--- src/rtl/bit4_piso_tx_if.sv ---
// Parallel-load handshake and serial output bundle for bit4_piso_tx.
// The producer side drives d/load_valid; the transmitter drives everything else.
interface bit4_piso_tx_if;
    logic [3:0] d;
    logic       load_valid;
    logic       load_ready;
    logic       sout;
    logic       sout_valid;
    logic       frame_done;

    modport master (
        output d, load_valid,
        input  load_ready, sout, sout_valid, frame_done
    );

    modport slave (
        input  d, load_valid,
        output load_ready, sout, sout_valid, frame_done
    );
endinterface

--- src/rtl/bit4_piso_tx.sv ---
// 4-bit parallel-in serial-out transmitter: start bit, 4 data bits LSB-first,
// optional even-parity bit (define BIT4_PISO_TX_PARITY_EN), stop bit.
//
// state  | meaning
// IDLE   | line high, ready for a word
// START  | start bit (low) on sout
// SHIFT  | data bits 0..3, indexed by cnt_q
// PARITY | even parity of captured word (BIT4_PISO_TX_PARITY_EN only)
// STOP   | stop bit (high), frame_done pulse
module bit4_piso_tx (
    input  logic                 clk,
    input  logic                 rst_n,
    bit4_piso_tx_if.slave        tx_if
);

    typedef enum logic [2:0] {
        IDLE   = 3'd0,
        START  = 3'd1,
        SHIFT  = 3'd2,
`ifdef BIT4_PISO_TX_PARITY_EN
        PARITY = 3'd4,
`endif
        STOP   = 3'd3
    } state_t;

    state_t     state_q, state_d;
    logic [3:0] shift_q, shift_d;
    logic [1:0] cnt_q, cnt_d;
    logic       sout_q, sout_d;
    logic       sout_valid_q, sout_valid_d;
    logic       frame_done_q, frame_done_d;
    logic       load_ready_q, load_ready_d;
    logic [1:0] nxt_idx;

    assign nxt_idx = cnt_q + 2'd1;

    // Outputs are computed for the state being entered so they are registered
    // alongside it and line up with state_q.
    always_comb begin
        state_d      = state_q;
        shift_d      = shift_q;
        cnt_d        = cnt_q;
        sout_d       = 1'b1;
        sout_valid_d = 1'b0;
        frame_done_d = 1'b0;
        load_ready_d = 1'b0;
        case (state_q)
            IDLE: begin
                load_ready_d = 1'b1;
                if (tx_if.load_valid && load_ready_q) begin
                    shift_d      = tx_if.d;
                    state_d      = START;
                    sout_d       = 1'b0;
                    sout_valid_d = 1'b1;
                    load_ready_d = 1'b0;
                end
            end
            START: begin
                state_d      = SHIFT;
                cnt_d        = 2'd0;
                sout_d       = shift_q[0];
                sout_valid_d = 1'b1;
            end
            SHIFT: begin
                cnt_d        = nxt_idx;
                sout_valid_d = 1'b1;
                if (cnt_q == 2'd3) begin
`ifdef BIT4_PISO_TX_PARITY_EN
                    state_d      = PARITY;
                    sout_d       = ^shift_q;
`else
                    state_d      = STOP;
                    frame_done_d = 1'b1;
`endif
                end else begin
                    sout_d = shift_q[nxt_idx];
                end
            end
`ifdef BIT4_PISO_TX_PARITY_EN
            PARITY: begin
                state_d      = STOP;
                sout_valid_d = 1'b1;
                frame_done_d = 1'b1;
            end
`endif
            STOP: begin
                state_d      = IDLE;
                load_ready_d = 1'b1;
            end
            default: begin
                state_d      = IDLE;
                load_ready_d = 1'b1;
            end
        endcase
    end

    always_ff @(posedge clk) begin
        if (!rst_n) begin
            state_q      <= IDLE;
            shift_q      <= 4'd0;
            cnt_q        <= 2'd0;
            sout_q       <= 1'b1;
            sout_valid_q <= 1'b0;
            frame_done_q <= 1'b0;
            load_ready_q <= 1'b1;
        end else begin
            state_q      <= state_d;
            shift_q      <= shift_d;
            cnt_q        <= cnt_d;
            sout_q       <= sout_d;
            sout_valid_q <= sout_valid_d;
            frame_done_q <= frame_done_d;
            load_ready_q <= load_ready_d;
        end
    end

    assign tx_if.sout       = sout_q;
    assign tx_if.sout_valid = sout_valid_q;
    assign tx_if.frame_done = frame_done_q;
    assign tx_if.load_ready = load_ready_q;

endmodule
--- src/flat_wrapper.sv ---
// flat-port wrapper written by rule: the top's interface ports become plain ports
module bit4_piso_tx_flat 
  (clk, rst_n, tx_if_d, tx_if_load_valid, tx_if_load_ready, tx_if_sout, tx_if_sout_valid, tx_if_frame_done);
  bit4_piso_tx_if tx_if_i ();
  input  logic clk;
  input  logic rst_n;
  input wire logic [$bits(tx_if_i.d)-1:0] tx_if_d;
  input wire logic [$bits(tx_if_i.load_valid)-1:0] tx_if_load_valid;
  output wire logic [$bits(tx_if_i.load_ready)-1:0] tx_if_load_ready;
  output wire logic [$bits(tx_if_i.sout)-1:0] tx_if_sout;
  output wire logic [$bits(tx_if_i.sout_valid)-1:0] tx_if_sout_valid;
  output wire logic [$bits(tx_if_i.frame_done)-1:0] tx_if_frame_done;
  assign tx_if_i.d = tx_if_d;
  assign tx_if_i.load_valid = tx_if_load_valid;
  assign tx_if_load_ready = tx_if_i.load_ready;
  assign tx_if_sout = tx_if_i.sout;
  assign tx_if_sout_valid = tx_if_i.sout_valid;
  assign tx_if_frame_done = tx_if_i.frame_done;
  bit4_piso_tx u_core (.clk(clk), .rst_n(rst_n), .tx_if(tx_if_i));
endmodule
--- config.mk ---
export PLATFORM = sky130hd
export DESIGN_NAME = bit4_piso_tx_flat
export DESIGN_NICKNAME = d
export VERILOG_FILES = /design/src/rtl/bit4_piso_tx_if.sv /design/src/rtl/bit4_piso_tx.sv /design/src/flat_wrapper.sv
export SDC_FILE = /design/constraint.sdc
export NUM_CORES = 1
export LEC_CHECK = 0
export BUFFER_PORTS_ARGS = -buffer_cell sky130_fd_sc_hd__buf_2
export CAP_MARGIN = 5
export CELL_PAD_IN_SITES_DETAIL_PLACEMENT = 0
export CELL_PAD_IN_SITES_GLOBAL_PLACEMENT = 1
export CORE_MARGIN = 4
export CORE_UTILIZATION = 40
export CTS_CLUSTER_DIAMETER = 80
export DETAILED_ROUTE_END_ITERATION = 16
export MAX_ROUTING_LAYER = met4
export PLACE_DENSITY_LB_ADDON = 0.1
export SLEW_MARGIN = 20
export SYNTH_ARGS = -nofsm -noshare
export SYNTH_HDL_FRONTEND = slang
export SYNTH_SLANG_ARGS = --single-unit
--- constraint.sdc ---
create_clock -name clk -period 2.6 [get_ports clk]
set_input_delay 0.13 -clock clk [delete_from_list [all_inputs] [get_ports clk]]
set_output_delay 0.13 -clock clk [all_outputs]
set_load 0.03 [all_outputs]
==> impl_results.md, run 1 <==
* Ant diodes at 0
* Net Count, Synth at 64
* CTS clk-pin slew, worst paths at 0.07 ns
* Setup crit end kind: register
* Sequential cell area at 240 µm²
* # fillers at 115
* VDD IR-drop max at 616 µV
* Initial DRC Count at 6
* Setup Buffers After CTS at 0
* CP top delay family: compound AO/OA/AOI/OAI gates
* Internal Power at 0.421 mW
* Biggest area consumer among synthesized cells: dfxtp_1
* Tot Pwr at 0.676 mW
* Total Negative Setup Slacks at 0 ns
* Vias in the first global route at 364
* CP arrival at 1.73 ns
* Final setup fails at 0
* First-pass GRT wire length at 1510 µm
* Worst hold stages at 3
* Status: finished, final reports clean
* CTS tree: built
* GR Overflow Total at 0
* DR pass1 iterations at 2
* DIE AREA at 0.00200 mm²
* Sw Share at 0.377
* Clock Skew at 0.00449 ns
* CP max stage cell: dfxtp_1
* Comb pwr share at 0.451
* Vias per Instance at 5.11
* Htree depth at 1
* Sw Pwr at 0.255 mW
* Die height at 44.7 µm
* Crit path cell chain: inv_1, ha_1, a21boi_1, or3_4, a221o_1
* Design Area, Final at 628 µm²
* Post-Route WL at 916 µm
* Clock sinks at 12
* Tightest Pin Transition at 0.293 ns
* Initial Util at 0.454
* CP max FO at 4
* Max stage delay on crit path at 0.36 ns
* WL per Instance at 11.6 µm
* Seq cells post-synth at 12
* Clock power frac at 0.160
* Placement Cell Area at 606 µm²
* LEAKAGE at 0.301 nW
* Nets at 79
* Final Max Tran Viols at 0
* Clk_lat worst skew at 0.27 ns
* CP Launch Type: register
* DPL Wire Length at 734 µm
* # DRC at 0
* Post-cts sizing count at 0
* Synth top cells by count: dfxtp_1, mux2i_1, nor2_1, ha_1
* Die Wd at 44.7 µm
* GRT Overall Usage at 0.114
* Reg power frac at 0.389
* WP buf/inv at 1
* Required time worst endpoint at 2.76 ns
* Total number of vias at 404
* Area grow syn2layout at 16.7%
* RSZ-0062 raised after global routing: false
* Max Root-Sink Buffers at 2
* RD Place Congestion at 0.685
* Async S/R FF share, synth at 0
* Largest net degree at the start of global routing at 9
* Synth Warn # at 0
* FP Rows at 12
* Number of enable flip-flop cells after synthesis at 0
* PortBufs at 10
* Post-route ant nets at 0
* Fin crit share at 0.605
* CTS Hold Buffers Added at 0
* Most common cell in the netlist: dfxtp_1
* Relative slew slack at 0.804
* Synth area leaders: dfxtp_1, ha_1, mux2i_1, nor2_1, o21a_1
* Post-Syn Area at 538 µm²
* Most used DFF post-synth: dfxtp_1
* TritonCTS buffer count at 3
* Antenna violations before repair at 0
* Unique masters post-synth at 23
* Worst Hold Class: in2reg
* Fmax at 635 MHz
* Final min period at 1.57 ns
* Core area at 0.00119 mm²
* P per Cell Area at 1080 mW/mm²
* Final core occ at 0.530
* WP depth at 5
* Multi-input gate area in the final layout at 287 µm²
* Layout cells sized above 1 at 0.262
* Synth top area share at 0.447
* Sequential fraction of the synthesis area at 0.447
* Max-cap violations at 0
* Final Hold Viols at 0
* Ports at 11
* CTS root buf: clkbuf_4
* Mapped Cells at 52
* Synth Area per Inst at 10.3 µm²
* Worst-case reg-to-reg path depth at 5
* Setup Crit Path Kind: reg2reg
[placed cells by master (no fill, tap or decap)]
master and n:
a221o_1 1, ha_1 5, a31oi_1 1, or3_4 1
clkbuf_4 3, dfxtp_1 12, nor2b_1 2, a22oi_1 1
a21boi_1 1, and3_2 1, nand3_1 2, nor2_1 6
inv_2 1, inv_1 2, buf_2 10, nor3_1 1
o21a_1 2, o21ai_0 1, o211a_1 1, mux2i_1 6
nand2_1 1, nand2b_1 1, nor3b_1 1, mux2_2 1
a21oi_1 1
[tightest hold or removal path, stage by stage]
cell     delay [ns]
buf_2          0.08
mux2i_1        0.05
nor2_1         0.07
[logic make-up after synthesis]
logic type                 share of synthesized area
DFF                                            0.447
and+or+nand+nor                                0.160
AOI/OAI and AO/OA                              0.123
buffers and inverters                         0.0209
muxes                                          0.133
adders and majority gates                      0.116
[final timing paths]
kind,end,slack [ns],start
worst max-delay path,u_core.tx_if.sout,1.03,u_core.state_q[0]
worst min-delay path,u_core.shift_q[2],0.1,tx_if_d[2]
worst max register to register,u_core.tx_if.sout,1.03,u_core.state_q[0]
worst min register to register,u_core.cnt_q[1],0.48,u_core.cnt_q[1]
[flip-flops by register name, summed over array words and instances, names as in the netlist]
| signal | cells |
|---|---|
| u_core.tx_if.frame_done | 1 |
| u_core.cnt_q | 2 |
| u_core.tx_if.sout_valid | 1 |
| u_core.shift_q | 4 |
| u_core.tx_if.sout | 1 |
| u_core.tx_if.load_ready | 1 |
| u_core.state_q | 2 |
[metrics by stage]
stage / hold WS (ns) / instances / worst slack (ns)
6_report: 0.0959 / 79 / 1.03
3_5_place_dp: 0.370 / 76 / 1.03
4_1_cts: 0.0871 / 79 / 1.03
2_1_floorplan: 0.247 / 52 / 1.12
3_3_place_gp: 0.364 / 76 / 1.07
5_1_grt: 0.0982 / 79 / 0.966
[power groups by stage]
stage                     clock [mW]  combinational [mW]  sequential [mW]
final                          0.108               0.305            0.263
after global routing           0.127               0.331            0.270
after CTS                      0.114               0.306            0.263
after detailed placement           0               0.306            0.267
after floorplan                    0               0.201            0.301
after global placement             0               0.307            0.266
[layout make-up]
| type | instances | area share |
|---|---|---|
| multi-input combinational | 37 | 0.456 |
| tap | 14 | 0.0279 |
| timing repair buffer | 10 | 0.0797 |
| inverter | 3 | 0.0179 |
| clock buffer | 3 | 0.0359 |
| sequential | 12 | 0.382 |
[layer usage]
metal | part of all wire | global-route usage | wire length (µm)
met1 | 0.49 | 0.134 | 447
met2 | 0.42 | 0.146 | 385
met3 | 0.081 | 0.0772 | 74
met4 | 0.0087 | 0.0542 | 8
met5 | 0 | - | 0
Power figures use the tool's default switching activity.
==> run 2: changes to the inputs <==
Settings changed: CORE_UTILIZATION 40 to 38.
Clock period 2.6 ns to 1.5 ns, I/O delays scaled along.
==> impl_results.md, run 2 (same netlist as run 1, synthesis figures left out) <==
* # DRC at 0
* Clock power frac at 0.147
* Relative slew slack at 0.822
* P per Cell Area at 1910 mW/mm²
* Post-route ant nets at 0
* Layout cells sized above 1 at 0.352
* CTS clk-pin slew, worst paths at 0.07 ns
* Setup crit end kind: register
* Setup Crit Path Kind: reg2reg
* Crit path cell chain: inv_1, ha_1, a21boi_4, or3_4, a221o_1
* LEAKAGE at 0.339 nW
* PortBufs at 10
* Initial Util at 0.408
* DR pass1 iterations at 2
* Max stage delay on crit path at 0.34 ns
* VDD IR-drop max at 1020 µV
* Commonest cells after routing, fill and taps aside: dfxtp_1, buf_2, mux2i_1, nor2_1, buf_4
* Clk_lat worst skew at 0.27 ns
* Final setup fails at 0
* Tot Pwr at 1.31 mW
* Setup Slack @ Placement at 0.0214 ns
* Comb pwr share at 0.504
* Largest net degree at the start of global routing at 9
* CP max FO at 4
* Reg power frac at 0.349
* Met1 wire length at 517 µm
* Ports at 11
* CTS root buf: clkbuf_4
* # fillers at 120
* Die height at 45.6 µm
* Htree depth at 1
* Max Root-Sink Buffers at 2
* Core area at 0.00132 mm²
* Antenna violations before repair at 0
* Final Max Tran Viols at 0
* Tightest Pin Transition at 0.267 ns
* Final min period at 1.43 ns
* Clock sinks at 12
* Die Wd at 45.6 µm
* Worst Hold Class: in2reg
* CTS Hold Buffers Added at 0
* Sw Pwr at 0.474 mW
* Vias per Instance at 4.70
* Total number of vias at 404
* GR Overflow Total at 0
* Sw Share at 0.362
* RD Place Congestion at 0.748
* Total Negative Setup Slacks at 0 ns
* Number of flip-flops in the largest register at 4
* Final Hold Viols at 0
* Ant diodes at 0
* DR WL met2 at 432 µm
* CP Launch Type: register
* Most common cell after layout, fill and taps aside: dfxtp_1
* Required time worst endpoint at 1.66 ns
* CP arrival at 1.59 ns
* Fmax at 699 MHz
* DR top layer: met3
* Max-cap violations at 0
* TritonCTS buffer count at 3
* Final worst slack at 0.0689 ns
* Internal Power at 0.835 mW
* CP max stage cell: dfxtp_2
* Fin crit share at 0.954
* Largest register by flop count: u_core.shift_q
* CTS tree: built
* Status: finished, final reports clean
* DIE AREA at 0.00208 mm²
* GRT Overall Usage at 0.115
* DR WL met3 at 41 µm
* Vias in the first global route at 371
* Area grow syn2layout at 27.7%
* Initial DRC Count at 4
* Nets at 85
* Leading registers by flop count: u_core.shift_q x4, u_core.cnt_q x2, u_core.state_q x2
* RSZ-0062 raised after global routing: false
* Post-Route WL at 992 µm
* WL per Instance at 11.5 µm
* First-pass GRT wire length at 1590 µm
* FP Rows at 13
* Clock Skew at 0.00259 ns
[run 2: cell count changes in the layout (fill, tap and decap cells not counted), sizes merged]
cell / before / now
buf: 10 / 16
[run 2: cell type report]
class                      count  area (µm²)  share of cell area
clock buffer                   3        22.5              0.0328
inverter                       3        11.3              0.0164
multi-input combinational     37         298               0.434
sequential                    12         241               0.352
tap                           15        18.8              0.0273
timing repair buffer          16        95.1               0.138
[run 2: through the flow]
| stage | util | std cells | hold WS (ns) | instance area [µm²] |
|---|---|---|---|---|
| 4_1_cts | 0.506 | 85 | 0.0226 | 667 |
| 3_5_place_dp | 0.489 | 82 | 0.314 | 644 |
| 5_1_grt | 0.521 | 86 | 0.0450 | 687 |
| 3_3_place_gp | 0.489 | 82 | 0.308 | 644 |
| 2_1_floorplan | - | 52 | 0.192 | 538 |
| 6_report | 0.521 | 86 | 0.0369 | 687 |
[run 2: layer usage]
layer  GRT usage  vias up
met5           -        -
met4      0.0702        0
met3      0.0356        0
met2       0.150        8
met1       0.150      174
li1            -      222
[run 2: what timing repair did]
item / CTS / global route
resized for setup: 0 / 3
endpoints found under the setup margin: 0 / 1
buffers inserted: 0 / 1
[run 2: power groups by stage]
stage,Clock (mW),Combinational [mW],Sequential (mW)
finish,0.193,0.659,0.457
global route,0.215,0.728,0.467
CTS,0.208,0.614,0.449
detailed placement,0,0.615,0.456
global placement,0,0.623,0.453
floorplan,0,0.348,0.521
[run 2: path summary, 6_finish.rpt]
check,endpoint,slack [ns],cells after the start,startpoint
worst max register to register,u_core.tx_if.sout,0.07,5,u_core.state_q[0]
worst min-delay path,u_core.shift_q[2],0.04,3,tx_if_d[2]
worst max-delay path,u_core.tx_if.sout,0.07,5,u_core.state_q[0]
worst min register to register,u_core.cnt_q[1],0.48,2,u_core.cnt_q[1]
[run 2: worst max-delay path: cells and delay by family, from the launching register on]
| kind | cells | cell delay, ns |
|---|---|---|
| AOI/OAI and AO/OA | 2 | 0.40 |
| DFF | 1 | 0.34 |
| and+or+nand+nor | 1 | 0.33 |
| adders and majority gates | 1 | 0.20 |
| buffers and inverters | 1 | 0.05 |
==> run 3: changes to the inputs <==
Settings changed: PLACE_DENSITY_LB_ADDON 0.1 to 0.3.
==> impl_results.md, run 3 (same netlist as run 1, synthesis figures left out) <==
* Status: finished, final reports clean
* CTS tree: built
* Worst flop-to-flop path endpoint: u_core.tx_if.sout
* VDD IR-drop max at 895 µV
* Final min period at 1.43 ns
* Placement Cell Area at 629 µm²
* Antenna violations before repair at 0
* Final setup fails at 0
* Required time worst endpoint at 1.66 ns
* Hold_sp: tx_if_d[2]
* Setup Crit Path Kind: reg2reg
* Max-cap violations at 0
* Initial Util at 0.408
* GR Overflow Total at 0
* Max Root-Sink Buffers at 2
* Commonest cells after routing, fill and taps aside: dfxtp_1, buf_2, mux2i_1, nor2_1, ha_1
* RD Place Congestion at 0.736
* Most common cell after layout, fill and taps aside: dfxtp_1
* Tightest Pin Transition at 0.292 ns
* Design Area, Final at 659 µm²
* CP arrival at 1.59 ns
* PortBufs at 10
* Ant diodes at 0
* CP Launch Type: register
* Relative slew slack at 0.805
* Post-cts sizing count at 0
* GRT Overall Usage at 0.124
* Clock sinks at 12
* DPL Wire Length at 776 µm
* Worst hold slack at 0.0377 ns
* Vias per Instance at 5.16
* Final Max Tran Viols at 0
* Clock Skew at 0.00202 ns
* TritonCTS buffer count at 3
* LEAKAGE at 0.315 nW
* Total number of vias at 428
* Leading registers by flop count: u_core.shift_q x4, u_core.cnt_q x2, u_core.state_q x2
* Die height at 45.6 µm
* Total Negative Setup Slacks at 0 ns
* DIE AREA at 0.00208 mm²
* Die Wd at 45.6 µm
* First-pass GRT wire length at 1740 µm
* Ports at 11
* # DRC at 0
* Nets at 82
* Initial DRC Count at 2
* Largest net degree at the start of global routing at 9
* Fin crit share at 0.954
* Final Hold Viols at 0
* Post-route ant nets at 0
* Hold Path End: u_core.shift_q[2]
* P per Cell Area at 1910 mW/mm²
* Fmax at 699 MHz
* Critical path startpoint: u_core.state_q[1]
* Final core occ at 0.500
* CTS root buf: clkbuf_4
* CTS Hold Buffers Added at 0
* Largest register by flop count: u_core.shift_q
* CP max FO at 4
* Setup Slack @ Placement at 0.0322 ns
* Htree depth at 1
* Core area at 0.00132 mm²
* DR pass1 iterations at 4
* Critical R2R Launch: u_core.state_q[1]
* FP Rows at 13
* R2R Setup Slk at 0.07 ns
* Vias in the first global route at 413
* Worst Hold Class: in2reg
* Post-Route WL at 976 µm
* Final worst slack at 0.0684 ns
* RSZ-0062 raised after global routing: false
* Number of flip-flops in the largest register at 4
* Worst hold stages at 3
* Clk_lat worst skew at 0.26 ns
* CTS clk-pin slew, worst paths at 0.07 ns
* Area grow syn2layout at 22.6%
* WL per Instance at 11.8 µm
* Worst-case reg-to-reg path depth at 5
* Layout cells sized above 1 at 0.353
* Setup crit end kind: register
* Setup Buffers After CTS at 0
run 3: layout make-up:
class,count,area [µm²]
timing repair buffer,13,72.6
multi-input combinational,37,293
sequential,12,241
fill,131,658
clock buffer,3,22.5
inverter,3,11.3
tap,15,18.8
run 3: worst max path at each step:
stage / slack (ns) / depth (start not counted) / endpoint
global route: 0.01 / 5 / u_core.tx_if.sout
finish: 0.07 / 5 / u_core.tx_if.sout
global placement: 0.07 / 5 / u_core.tx_if.sout
detailed placement: 0.03 / 5 / u_core.tx_if.sout
floorplan: 0.02 / 5 / u_core.tx_if.sout
CTS: 0.02 / 5 / u_core.tx_if.sout
run 3: per-stage QoR:
stage,cells,power (mW)
after CTS,83,1.25
after floorplan,52,0.869
after global placement,80,1.05
after global routing,83,1.35
final,83,1.26
after detailed placement,80,1.06
run 3: metal layers:
metal  share of wire  GRT usage  vias up
met3           0.086     0.0632        2
met2            0.46      0.201       11
met4           0.010     0.0351        0
met5               0          -        -
li1                -          -      220
met1            0.44      0.132      195
run 3: where the power goes:
group          internal, mW  leakage [nW]  switching, mW  total (mW)
combinational         0.298         0.203          0.320       0.618
sequential            0.407        0.0988         0.0458       0.453
clock                0.0928        0.0138         0.0947       0.188
run 3: critical path, stage by stage (launching register included):
cell and delay (ns):
dfxtp_1 0.33, inv_1 0.07, ha_2 0.17, a21boi_2 0.17, or3_4 0.34, a221o_1 0.26
